`config.mk`:
```
export PLATFORM = sky130hd
export DESIGN_NAME = regfile_mp
export DESIGN_NICKNAME = d
export VERILOG_FILES = /design/src/rtl/regfile_mp.sv
export SDC_FILE = /design/constraint.sdc
export NUM_CORES = 2
export LEC_CHECK = 0
export CAP_MARGIN = 0
export CORE_ASPECT_RATIO = 2
export CORE_MARGIN = 8
export CORE_UTILIZATION = 30
export CTS_CLUSTER_DIAMETER = 50
export CTS_CLUSTER_SIZE = 20
export DETAILED_ROUTE_END_ITERATION = 8
export SLEW_MARGIN = 20
export SYNTH_ARGS = -nofsm -noshare
export SYNTH_HDL_FRONTEND = slang
export SYNTH_SLANG_ARGS = --single-unit
export TNS_END_PERCENT = 30
```
`constraint.sdc`:
```
create_clock -name clk -period 5.1 [get_ports clk]
set_clock_uncertainty 0.15 [all_clocks]
set_input_delay 1.02 -clock clk [delete_from_list [all_inputs] [get_ports clk]]
set_output_delay 1.02 -clock clk [all_outputs]
set_load 0.01 [all_outputs]
```
`src/rtl/regfile_mp.sv`:
```
// ---------------------------------------------------------------------------
// regfile_mp -- parametrised multi-port integer register file
//
// Multi-read / multi-write register file with optional hard-wired zero entry
// and optional same-cycle write-to-read forwarding.
//
// Parameters
//   XLEN      data width of every entry
//   NUM_REGS  number of entries (power of 2, >= 2)
//   NUM_RD    number of read ports
//   NUM_WR    number of write ports
//   ZERO_REG  1: entry 0 reads 0 and ignores writes
//   BYPASS    1: same-cycle write data forwarded to matching read ports
//
// Ports
//   clk         rising-edge clock
//   rst_n       synchronous active-low reset (clears storage and wr_collide)
//   write       per-port write enable
//   wa          write addresses, port p at [p*AW +: AW]
//   wd          write data, port p at [p*XLEN +: XLEN]
//   ra          read addresses, port r at [r*AW +: AW]
//   rd          read data, port r at [r*XLEN +: XLEN] (combinational)
//   wr_collide  registered flag: >= 2 enabled write ports hit the same
//               (non-zero when ZERO_REG) address in the previous cycle
// ---------------------------------------------------------------------------
module regfile_mp #(
  parameter int XLEN     = 32,
  parameter int NUM_REGS = 32,
  parameter int NUM_RD   = 2,
  parameter int NUM_WR   = 1,
  parameter int ZERO_REG = 1,
  parameter int BYPASS   = 1,
  localparam int AW      = $clog2(NUM_REGS)
) (
  input  logic                   clk,
  input  logic                   rst_n,
  input  logic [NUM_WR-1:0]      write,
  input  logic [NUM_WR*AW-1:0]   wa,
  input  logic [NUM_WR*XLEN-1:0] wd,
  input  logic [NUM_RD*AW-1:0]   ra,
  output logic [NUM_RD*XLEN-1:0] rd,
  output logic                   wr_collide
);

  logic [XLEN-1:0] mem [NUM_REGS];
  logic            collide_now;

  // Per-port write qualification: address 0 is dropped when hard-wired.
  logic [NUM_WR-1:0] wr_ok;

  always_comb begin
    wr_ok = '0;
    for (int unsigned p = 0; p < NUM_WR; p++) begin
      wr_ok[p] = write[p] &&
                 !((ZERO_REG != 0) && (wa[p*AW +: AW] == '0));
    end
  end

  // Any pair of qualified ports targeting the same address.
  always_comb begin
    collide_now = 1'b0;
    for (int unsigned p = 0; p < NUM_WR; p++) begin
      for (int unsigned q = p + 1; q < NUM_WR; q++) begin
        if (wr_ok[p] && wr_ok[q] && (wa[p*AW +: AW] == wa[q*AW +: AW]))
          collide_now = 1'b1;
      end
    end
  end

  // Ports are visited in ascending order, so the last non-blocking
  // assignment (highest-index port) wins on an address collision.
  always_ff @(posedge clk) begin
    if (!rst_n) begin
      for (int unsigned i = 0; i < NUM_REGS; i++)
        mem[i] <= '0;
      wr_collide <= 1'b0;
    end else begin
      for (int unsigned p = 0; p < NUM_WR; p++) begin
        if (wr_ok[p])
          mem[wa[p*AW +: AW]] <= wd[p*XLEN +: XLEN];
      end
      wr_collide <= collide_now;
    end
  end

  for (genvar r = 0; r < NUM_RD; r++) begin : g_rd
    logic [AW-1:0]   addr;
    logic [XLEN-1:0] val;

    assign addr = ra[r*AW +: AW];

    // Forwarding is suppressed while in reset so the port shows stored data;
    // the zero override is applied last so it also masks forwarded data.
    always_comb begin
      val = mem[addr];
      if ((BYPASS != 0) && rst_n) begin
        for (int unsigned p = 0; p < NUM_WR; p++) begin
          if (write[p] && (wa[p*AW +: AW] == addr))
            val = wd[p*XLEN +: XLEN];
        end
      end
      if ((ZERO_REG != 0) && (addr == '0))
        val = '0;
    end

    assign rd[r*XLEN +: XLEN] = val;
  end

endmodule

```
==> reports/summary.txt <==
========================================================================================================
Setup violations, final                                                                                0
Fillers                                                                                            18.1k
Critical path startpoint category                                                             input port
Share of the synthesized area in the top cell type                                                 0.548
Max-slew headroom                                                                                  0.236
Global-route wire length before repair                                                        306,000 um
Number of synthesized flops with an enable pin                                                     1,024
Detailed placer's ending HPWL                                                                 151,000 um
Vias in the first global route                                                                     40.5k
Post-synthesis instance area                                                                 56,100 um^2
Top achievable clock speed                                                                       197 MHz
Total GRT Usage                                                                                    0.213
Initial core utilization                                                                           0.301
Fin worst setup slack                                                                          0.0245 ns
Worst setup path class                                                                         in -> out
Port-buffer cells                                                                                    113
Hold-fix buffers at CTS                                                                                0
Static Leak                                                                                    0.0224 uW
Area of the die                                                                             202,000 um^2
Number of search-and-repair iterations in the first detailed-routing pass                              5
Die W                                                                                             322 um
Data required, critical path                                                                     3.93 ns
Slew Limit Fails                                                                                       0
Power Dens Cells                                                                             280 nW/um^2
Flip-flop count of the largest register after layout                                               1,024
Vertical die dimension                                                                            627 um
Startpoint of the worst setup timing path                                                          ra[2]
Yosys top cell by area                                                                          edfxtp_1
Initial antenna violation count                                                                       22
Maximum vdd drop                                                                                  287 uV
Register containing the most flip-flops in the final layout                                          mem
Number of top-level design ports                                                                     115
Total of flip-flops plus latches after synthesis                                                   1,024
Setup slack at placement                                                                      -0.0169 ns
Registers with the most flip-flops                                                            mem (1024)
Max Root-Sink Buffers                                                                                  3
Clock root cell                                                                                clkbuf_16
Hold Violations, Final                                                                                 0
Setup TNS Final                                                                                     0 ns
Share of the cycle needed by the critical path after routing                                       0.995
Inserted Clock Buffers                                                                                59
Proportion of synthesized chip area in sequential cells                                            0.548
Status                                                                                      finished, final reports clean
Critical Path AT                                                                                 3.91 ns
Syn-to-layout area delta                                                                           14.8%
Number of warnings printed during yosys synthesis                                                      0
Remaining antenna violation count after routing                                                        0
Proportion of register bits with asynchronous set or reset after synthesis                             0
Number of standard cells after synthesis                                                           4,026
Unrepaired setup endpoints after global routing                                                    false
Worst min-delay path class                                                                     in -> reg
Total via count after detailed routing                                                             38.5k
DRC violation count after routing                                                                      0
Final estimated routing congestion in global placement                                             0.912
Transition time of the tightest slew-check pin                                                   1.15 ns
Drt initial violations                                                                             3,853
Core area                                                                                   186,000 um^2
Clock tree from TritonCTS                                                                           done
Average footprint of a synthesized cell                                                        13.9 um^2
Avg Vias per Cell                                                                                   5.79
Maximum capacitance violations                                                                         0
Number of sinks on the clock net                                                                   1,024
Deepest level of the CTS H-tree                                                                        2
Largest cells by area after synthesis                                                       edfxtp_1 55%, and2_1 11%, mux4_2 11%
Library cells used by synthesis                                                                       47
GR Overflow Total                                                                                      0
Fraction of layout cells with a size suffix above 1                                                0.195
Total Nets Final                                                                                   4,196
Wire length per cell after detailed routing                                                      33.3 um
Endpoint of the worst setup timing path                                                           rd[27]
Crit-path max FO                                                                                      36
Final routed wirelength across all metal layers                                               222,000 um
Dominant register cell in the synthesized netlist                                               edfxtp_1
Type of destination of the critical path                                                     output port
Post-CTS clock slew at the launch and capture registers of the worst setup and hold paths        0.09 ns
Count of standard-cell rows                                                                          224
Shortest period the worst path allows                                                            5.08 ns
Maximum number of pins on one net before global-route repair                                          62
========================================================================================================
[how the worst min path moves through the flow]
stage,cells past startpoint,startpoint,end
after detailed placement,2,wd[7],mem[2][7]$_SDFFCE_PN0P_
after floorplan,1,wd[31],mem[1][31]$_SDFFCE_PN0P_
after global routing,2,wd[7],mem[2][7]$_SDFFCE_PN0P_
after CTS,2,wd[7],mem[2][7]$_SDFFCE_PN0P_
after global placement,2,wd[7],mem[2][7]$_SDFFCE_PN0P_
final,2,wd[7],mem[2][7]$_SDFFCE_PN0P_
[logic make-up after synthesis]
logic type / synth area share
flops: 0.548
mux: 0.196
other cells: 0.0000669
buf+inv: 0.0382
simple gates: 0.129
compound gates: 0.0864
xor+xnor: 0.00156
[where the power goes]
| part | internal (uW) | switching [uW] |
|---|---|---|
| clock | 2200 | 2890 |
| sequential | 9710 | 228 |
| combinational | 1250 | 1790 |
[cell usage in the layout (no fill, tap or decap), drive strengths merged, types with 9 or more instances in the layout]
cell,n
nor2,41
o21ai,132
a221oi,148
and2,995
a211oi,63
edfxtp,1024
buf,369
clkdlybuf4s50,103
conb,33
o21a,24
a21oi,42
clkbuf,62
diode,9
a221o,162
nor3,43
o32a,23
nor3b,61
mux4,263
mux2i,504
[what timing repair did]
action | in CTS | in global routing
setup endpoints to repair | 2 | 14
resized for setup | 2 | 2
setup buffers | 0 | 0
[cell usage after synthesis, types with 3 or more instances]
cell      count
edfxtp_1   1024
and2_1      995
mux2i_1     504
clkbuf_1    315
mux4_2      263
a221o_1     162
a221oi_1    127
o21ai_0     109
a211oi_1     63
nor3b_1      61
buf_2        57
buf_4        56
nor3_1       43
a21oi_1      42
nor2_1       39
o21a_1       24
o21ai_1      23
o32a_1       23
a221oi_2     21
buf_6        11
xnor2_1       8
nand3_1       7
buf_12        5
nand2_1       5
nor2b_1       4
inv_2         3
mux2_2        3
nand3b_1      3
[worst max-delay path, cell delays in order]
cell and delay [ns]:
buf_4 0.26, nor2b_4 0.27, buf_12 0.32, a221oi_1 0.20, nor3b_1 0.58, a211oi_1 0.15
buf_4 0.18, a221o_1 0.34, clkdlybuf4s50_1 0.54
[through the flow]
stage	power, uW	std cells	instance area (um^2)	hold WS, ns	util
final	18100	6651	64400	1.08	0.346
after floorplan	11700	4058	56200	1.07	-
after global routing	18500	6644	64400	1.08	0.346
after global placement	13100	6571	62700	1.79	0.337
after detailed placement	13100	6571	62700	1.79	0.337
after CTS	18100	6642	64400	1.03	0.346
[layer usage]
layer | routed length [um] | track usage
met5 | 47 | 0
met4 | 22100 | 0.180
met3 | 15800 | 0.0377
met2 | 114000 | 0.384
met1 | 70000 | 0.211
[cell type report]
type / instances / area, um^2 / area share
clock inverter: 10 / 151 / 0.00235
timing repair buffer: 474 / 4870 / 0.0756
inverter: 4 / 20.0 / 0.000311
sequential: 1024 / 30700 / 0.478
antenna: 9 / 22.5 / 0.000350
multi-input combinational: 2583 / 24000 / 0.373
tap: 2486 / 3110 / 0.0483
clock buffer: 61 / 1480 / 0.0230
No activity file was read; power rests on OpenSTA's default activity.
